--- src/rtl/pattern_pkg.sv ---
// Shared types and constants for the pattern display datapath.
//   state_e       : pattern scheduler FSM states
//   PAT_W_DEF     : default pattern index width
//   NUM_PAT_DEF   : default number of patterns
//   H_/V_ timing  : 640x480 VGA frame geometry (800x525 total)
//   cnt_w()       : counter width for a count limit, never below 1 bit
package pattern_pkg;

  typedef enum logic [1:0] {
    ST_BLANK  = 2'd0,
    ST_AUTO   = 2'd1,
    ST_MANUAL = 2'd2
  } state_e;

  localparam int unsigned PAT_W_DEF   = 3;
  localparam int unsigned NUM_PAT_DEF = 8;

  localparam int unsigned H_TOTAL  = 800;
  localparam int unsigned V_TOTAL  = 525;
  localparam int unsigned H_ACTIVE = 640;
  localparam int unsigned V_ACTIVE = 480;

  function automatic int unsigned cnt_w(input int unsigned v);
    if (v <= 32'd1) return 32'd1;
    return $clog2(v);
  endfunction

endpackage

--- src/rtl/pattern_frame_tick.sv ---
// Frame boundary detector: one-cycle tick when VSYNC enters its active level.
//   clk, rst_n : clock, async active-low reset
//   vsync      : vertical sync, synchronous to clk
//   tick_c     : combinational pulse, high in the first cycle vsync is active
module pattern_frame_tick #(
  parameter bit VS_POL = 1'b0
) (
  input  logic clk,
  input  logic rst_n,
  input  logic vsync,
  output logic tick_c
);

  logic vs_q;
  logic vs_d;

  assign vs_d = vsync;

  // Reset to the inactive level so a sync already active at release is a new frame.
  always_ff @(posedge clk or negedge rst_n) begin
    if (!rst_n) vs_q <= ~VS_POL;
    else        vs_q <= vs_d;
  end

  assign tick_c = (vsync == VS_POL) && (vs_q != VS_POL);

endmodule

--- src/rtl/pattern_sched.sv ---
// Frame-synchronous test pattern scheduler.
//   CLK, RST_N : pixel clock, async active-low reset
//   VSYNC      : vertical sync (active level VS_POL)
//   NEXT, MODE : single-cycle advance / auto-manual toggle requests
//   PAUSE      : level, freezes the auto hold counter
//   PAT_SEL    : current pattern index
//   BLANK      : pattern generator drives black
//   PAT_CHG    : one-cycle pulse when PAT_SEL or BLANK changes
//   AUTO       : auto mode in effect
//   FRAME_CNT  : free-running frame counter
module pattern_sched
  import pattern_pkg::*;
#(
  parameter int unsigned NUM_PAT        = NUM_PAT_DEF,
  parameter int unsigned PAT_W          = PAT_W_DEF,
  parameter int unsigned HOLD_FRAMES    = 120,
  parameter int unsigned STARTUP_FRAMES = 4,
  parameter bit          VS_POL         = 1'b0
) (
  input  logic             CLK,
  input  logic             RST_N,
  input  logic             VSYNC,
  input  logic             NEXT,
  input  logic             MODE,
  input  logic             PAUSE,
  output logic [PAT_W-1:0] PAT_SEL,
  output logic             BLANK,
  output logic             PAT_CHG,
  output logic             AUTO,
  output logic [15:0]      FRAME_CNT
);

  localparam int unsigned HOLD_W  = cnt_w(HOLD_FRAMES);
  localparam int unsigned BLANK_W = cnt_w(STARTUP_FRAMES);

  state_e              state_q, state_d;
  logic [PAT_W-1:0]    pat_sel_q, pat_sel_d;
  logic                blank_q, blank_d;
  logic                pat_chg_q, pat_chg_d;
  logic                auto_q, auto_d;
  logic [15:0]         frame_cnt_q, frame_cnt_d;
  logic [HOLD_W-1:0]   hold_q, hold_d;
  logic [BLANK_W-1:0]  blank_cnt_q, blank_cnt_d;
  logic                next_pend_q, next_pend_d;
  logic                mode_pend_q, mode_pend_d;

  logic                tick_c;
  logic                next_eff_c;
  logic                mode_eff_c;
  logic                blank_done_c;
  logic                expire_c;
  logic                adv_c;
  logic [PAT_W-1:0]    pat_inc_c;

  pattern_frame_tick #(.VS_POL(VS_POL)) u_tick (
    .clk    (CLK),
    .rst_n  (RST_N),
    .vsync  (VSYNC),
    .tick_c (tick_c)
  );

  // Requests arriving in the tick cycle itself take effect at that tick.
  assign next_eff_c   = next_pend_q | NEXT;
  assign mode_eff_c   = mode_pend_q ^ MODE;
  assign blank_done_c = (blank_cnt_q == BLANK_W'(STARTUP_FRAMES - 1));
  assign expire_c     = !PAUSE && (hold_q == HOLD_W'(HOLD_FRAMES - 1));
  assign pat_inc_c    = (pat_sel_q == PAT_W'(NUM_PAT - 1)) ? '0 : pat_sel_q + PAT_W'(1);

  // State and datapath registers.
  always_ff @(posedge CLK or negedge RST_N) begin
    if (!RST_N) begin
      state_q     <= ST_BLANK;
      pat_sel_q   <= '0;
      blank_q     <= 1'b1;
      pat_chg_q   <= 1'b0;
      auto_q      <= 1'b1;
      frame_cnt_q <= '0;
      hold_q      <= '0;
      blank_cnt_q <= '0;
      next_pend_q <= 1'b0;
      mode_pend_q <= 1'b0;
    end else begin
      state_q     <= state_d;
      pat_sel_q   <= pat_sel_d;
      blank_q     <= blank_d;
      pat_chg_q   <= pat_chg_d;
      auto_q      <= auto_d;
      frame_cnt_q <= frame_cnt_d;
      hold_q      <= hold_d;
      blank_cnt_q <= blank_cnt_d;
      next_pend_q <= next_pend_d;
      mode_pend_q <= mode_pend_d;
    end
  end

  // Next-state: transitions only at frame boundaries.
  always_comb begin
    state_d = state_q;
    if (tick_c) begin
      case (state_q)
        ST_BLANK:  if (blank_done_c) state_d = (auto_q ^ mode_eff_c) ? ST_AUTO : ST_MANUAL;
        ST_AUTO:   if (mode_eff_c)   state_d = ST_MANUAL;
        ST_MANUAL: if (mode_eff_c)   state_d = ST_AUTO;
        default:                     state_d = ST_BLANK;
      endcase
    end
  end

  // Outputs, counters and request latches.
  always_comb begin
    pat_sel_d   = pat_sel_q;
    blank_d     = blank_q;
    pat_chg_d   = 1'b0;
    auto_d      = auto_q;
    frame_cnt_d = frame_cnt_q;
    hold_d      = hold_q;
    blank_cnt_d = blank_cnt_q;
    next_pend_d = (state_q == ST_BLANK) ? 1'b0 : next_eff_c;
    mode_pend_d = mode_eff_c;
    adv_c       = 1'b0;

    if (tick_c) begin
      frame_cnt_d = frame_cnt_q + 16'd1;
      next_pend_d = 1'b0;
      mode_pend_d = 1'b0;
      case (state_q)
        ST_BLANK: begin
          // MODE keeps accumulating across the blank frames until exit.
          mode_pend_d = mode_eff_c;
          if (blank_done_c) begin
            blank_d     = 1'b0;
            pat_chg_d   = 1'b1;
            auto_d      = auto_q ^ mode_eff_c;
            mode_pend_d = 1'b0;
            blank_cnt_d = '0;
          end else begin
            blank_cnt_d = blank_cnt_q + BLANK_W'(1);
          end
        end
        ST_AUTO, ST_MANUAL: begin
          if (mode_eff_c) begin
            // Pending NEXT is applied in the new mode; hold timer restarts.
            auto_d = (state_q == ST_MANUAL);
            hold_d = '0;
            adv_c  = next_eff_c;
          end else if (state_q == ST_AUTO) begin
            adv_c = next_eff_c | expire_c;
            if (adv_c)       hold_d = '0;
            else if (!PAUSE) hold_d = hold_q + HOLD_W'(1);
          end else begin
            adv_c = next_eff_c;
          end
          if (adv_c) begin
            pat_sel_d = pat_inc_c;
            pat_chg_d = 1'b1;
          end
        end
        default: ;
      endcase
    end
  end

  assign PAT_SEL   = pat_sel_q;
  assign BLANK     = blank_q;
  assign PAT_CHG   = pat_chg_q;
  assign AUTO      = auto_q;
  assign FRAME_CNT = frame_cnt_q;

endmodule

--- config.mk ---
export PLATFORM = sky130hd
export DESIGN_NAME = pattern_sched
export DESIGN_NICKNAME = d
export VERILOG_FILES = /design/src/rtl/pattern_pkg.sv /design/src/rtl/pattern_frame_tick.sv /design/src/rtl/pattern_sched.sv
export SDC_FILE = /design/constraint.sdc
export NUM_CORES = 1
export LEC_CHECK = 0
export BUFFER_PORTS_ARGS = -buffer_cell sky130_fd_sc_hd__buf_2
export CELL_PAD_IN_SITES_DETAIL_PLACEMENT = 1
export CELL_PAD_IN_SITES_GLOBAL_PLACEMENT = 1
export CORE_ASPECT_RATIO = 0.9
export CORE_MARGIN = 10
export CORE_UTILIZATION = 44
export CTS_CLUSTER_DIAMETER = 100
export DETAILED_ROUTE_END_ITERATION = 6
export HOLD_SLACK_MARGIN = 0.06
export PLACE_DENSITY_LB_ADDON = 0.1
export SLEW_MARGIN = 10
export SYNTH_ARGS = -nofsm -noshare
export SYNTH_HDL_FRONTEND = slang
export SYNTH_HIERARCHICAL = 1
export SYNTH_SLANG_ARGS = --single-unit
--- constraint.sdc ---
create_clock -name CLK -period 2.45 [get_ports CLK]
set_clock_uncertainty 0.1 [all_clocks]
set_input_delay 0.49 -clock CLK [delete_from_list [all_inputs] [get_ports CLK]]
set_output_delay 0.49 -clock CLK [all_outputs]
set_load 0.01 [all_outputs]
==> summary.txt <==
Synth
  – Syn Nets: 177
  – Post-synthesis area per instance: 11.2 um^2
  – Synth Area in Compound Gates: between 10% and 20%
  – Sequential element share of the synthesized area: ~50%
  – Netlist cell types: 38
  – Adder and majority cell fraction of the synthesized area: roughly 6.2%
  – Share of the synthesized area in the top cell type: between 40% and 50%
  – Number of synthesis warnings: 6
  – Biggest area consumer among synthesized cells: dfrtp_1
  – Multiplexer area fraction after synthesis: around 4.8%
  – Synthesized-area fraction occupied by xor and xnor cells: roughly 8.7%
  – Register bit count reported by yosys: 36
  – Main combinational cell family by area after synthesis: simple AND/OR/NAND/NOR gates
  – Synth Instances: approximately 160
  – Synthesized-area fraction occupied by and/or/nand/nor cells: around 18%
  – Combined area of all synthesized cells: roughly 1800 um^2
  – Cell types with the largest area share after synthesis: dfrtp_1 46%, ha_1 6.2%, xnor2_1 5.8%

Clock tree
  – Number of clock buffers inserted by TritonCTS: 5
  – Number of hold buffers added after cts: 0
  – Largest buffer count on any clock path: 2
  – Clock tree from TritonCTS: built
  – Setup Fix Bufs, Post-CTS: 0
  – TritonCTS sink count: 36
  – Post_cts resized: 0
  – Worst skew pair latency: around 290 ps
  – Clock slew at reported path FFs: roughly 70 ps
  – Maximum level of the CTS H-tree: 2
  – Cell at the root of the clock tree: clkbuf_8

Timing
  – Setup total negative slack: 0 ps
  – Final number of max-transition violations: 0
  – Headroom to the max-slew limit: 46.1%
  – Fraction of the cycle the final worst path needs: between 80% and 90%
  – Post-layout min period: between 2000 and 2500 ps
  – RSZ-0062 raised after global routing: false
  – Fin. Hold Viols: 0
  – Top achievable clock speed: 483 MHz
  – Hold Worst Slack: 190 ps
  – Final setup vio count: 0
  – Least-Margin Pin Slew: 809 ps

Floorplan
  – Starting density of the core: 45.0%
  – Die boundary height: 80.8 um
  – Die Width: just under 90 um
  – Floorplan die area: 7080 um^2
  – Row cnt: 22
  – Floorplan Core Area: between 4000 and 5000 um^2
  – # IOs: 28

Final layout
  – Total area of multi-input combinational cells: 875 um^2
  – Diode count: 0
  – Layout area overhead: 16.0%
  – Fillers: about 440
  – Fraction of layout cells with a size suffix above 1: between 20% and 30%
  – Final #Nets: 210
  – Register cell area after layout: about 900 um^2

Worst setup path
  – Worst setup EP type: flop
  – Number of buffers and inverters on the critical path: 0
  – Cell breakdown of the critical path: ha_1 > and3_1 > a2111oi_4 > nand2_4 > o311ai_2
  – CP required: about 2600 ps
  – CP Data Arrival Time: between 2000 and 2500 ps
  – Crit path largest cell delay: between 500 and 600 ps
  – CP top delay family: compound AO/OA/AOI/OAI gates
  – Critical setup path kind: reg2reg
  – CP max stage cell: a2111oi_4
  – Crit path max fanout: 7
  – Worst Setup Start Kind: flop

Run status
  – Status: complete, no violations

Detailed routing
  – Final WL: approximately 3.9 mm
  – Antenna Nets Post-Route: 0
  – Wirelength per Cell: 15.9 um
  – Drt first-iter violations: 46
  – Vias after detailed routing: roughly 1,300
  – Drt drc: 0
  – Number of vias per cell: 5.34
  – Number of optimization iterations in the first detailed-route pass: 4

Global routing
  – Antenna violations before repair: 0
  – Total routing resource utilization after global routing: 11.8%
  – Number of global-route vias before repair: 1,335
  – Largest net degree at the start of global routing: 37
  – Wire length of the first global-routing pass: about 6.5 mm
  – Aggregate global routing overflow: 0

Power and ir drop
  – Proportion of power drawn by the clock network: 21.0%
  – Internal power: roughly 1300 uW
  – Static Leak: just under 0.001 uW
  – Combinational cell fraction of total power: between 30% and 40%
  – Peak supply drop: 0.465 mV
  – Pwr dens: a little under 1000 nW/um^2
  – Switch Pwr: 754 uW
  – Net Sw Frac: between 30 and 40%
  – Sequential cell fraction of total power: about 44%

Placed design
  – GPL Wtd Cong: around 0.80
  – IO Port Bufs: 27
  – Post-detail-place hpwl: between 2 and 3 mm

Hold path
  – Type of the worst min-delay path: in2async

Job
  – Reported max-cap violation count: 0
## cells by family after synthesis
family          after synthesis
fa+ha+maj                     9
simple gates                 59
compound gates               24
buf+inv                       8
flops                        36
xor+xnor                     18
mux                           8
## power groups by stage
stage,Clock [uW],Combinational (uW),Sequential [uW]
after CTS,456,735,902
final,433,722,901
after detailed placement,0,731,913
after floorplan,0,459,923
after global routing,485,821,929
after global placement,0,697,898
## flip-flops by register name, summed over array words and instances, names as in the netlist
register	cells
FRAME_CNT	16
hold_q	7
PAT_SEL	3
blank_cnt_q	2
state_q	2
AUTO	1
BLANK	1
PAT_CHG	1
mode_pend_q	1
next_pend_q	1
u_tick/vs_q	1
## cells in the final DEF, fill, tap and decap left out, drive strengths merged
cell and n:
nand2b 2, ha 9, mux2 6, a2111oi 1
o22ai 4, mux2i 2, nor2 8, buf 29
xnor2 12, o21ai 3, and2 1, o22a 1
o31ai 2, o21ba 1, o211ai 1, dfrtp 33
o311ai 2, a21o 1, and4bb 1, nand4 8
dfstp 3, inv 5, and4 1, nand2 15
nor2b 2, a22oi 1, nor3b 1, xor2 6
a21oi 6, or2 1, nor3 3, nor4 1
and3 4, a31oi 1, clkbuf 8, nand3 11
## layer usage
layer / global-route usage [%] / share of wire [%] / vias to the layer above / wire length, um
met5: 0 / 0 / - / 0
met4: 4.78 / 1.6 / 0 / 61
met3: 4.70 / 5.3 / 7 / 204
met2: 18.6 / 49 / 20 / 1910
met1: 14.0 / 44 / 634 / 1700
li1: - / - / 641 / -
## cell type report
cell class | instances | share of cell area (%)
Tap cell | 48 | 2.86
Multi-Input combinational cell | 118 | 41.7
Clock buffer | 8 | 4.29
Timing Repair Buffer | 29 | 7.16
Inverter | 5 | 0.894
Sequential cell | 36 | 43.1
## cell usage after synthesis
library cell  number
dfrtp_1           33
nand2_1           14
xnor2_1           12
nand3_1           11
ha_1               9
nand4_1            8
nor2_1             8
a21oi_1            6
mux2_2             6
xor2_1             6
inv_1              5
and3_1             4
o22ai_1            4
dfstp_2            3
nor3_1             3
o21ai_0            3
clkbuf_1           2
mux2i_1            2
nand2b_1           2
o311ai_2           2
o31ai_1            2
a2111oi_4          1
a21o_1             1
a22oi_1            1
a31oi_1            1
and2_2             1
and4_1             1
and4bb_4           1
buf_1              1
nand2_4            1
nor2b_1            1
nor2b_4            1
nor3b_1            1
nor4_1             1
o211ai_1           1
o21ba_2            1
o22a_1             1
or2_2              1
## through the flow
stage | cell area (um^2) | power (uW) | util, % | instances | setup slack [ps]
finish | 2100 | 2060 | 52.2 | 244 | 379
global route | 2100 | 2240 | 52.2 | 244 | 220
CTS | 2100 | 2090 | 52.2 | 244 | 370
detailed placement | 2010 | 1640 | 50.0 | 236 | 376
global placement | 2010 | 1600 | 50.0 | 236 | 458
floorplan | 1810 | 1380 | - | 162 | 566
## worst paths after layout
kind / from / end / slack [ps] / cells after the start
hold / removal: RST_N / hold_q[3] / 190 / 1
max in group asynchronous: RST_N / FRAME_CNT[1] / 1550 / 1
setup / recovery: hold_q[0] / hold_q[5] / 380 / 5
min in group CLK: VSYNC / u_tick/vs_q / 230 / 1
hold reg to reg: FRAME_CNT[15] / FRAME_CNT[15] / 360 / 1
setup reg to reg: hold_q[0] / hold_q[5] / 380 / 5
Note: power is estimated with default switching activity, not from simulation.
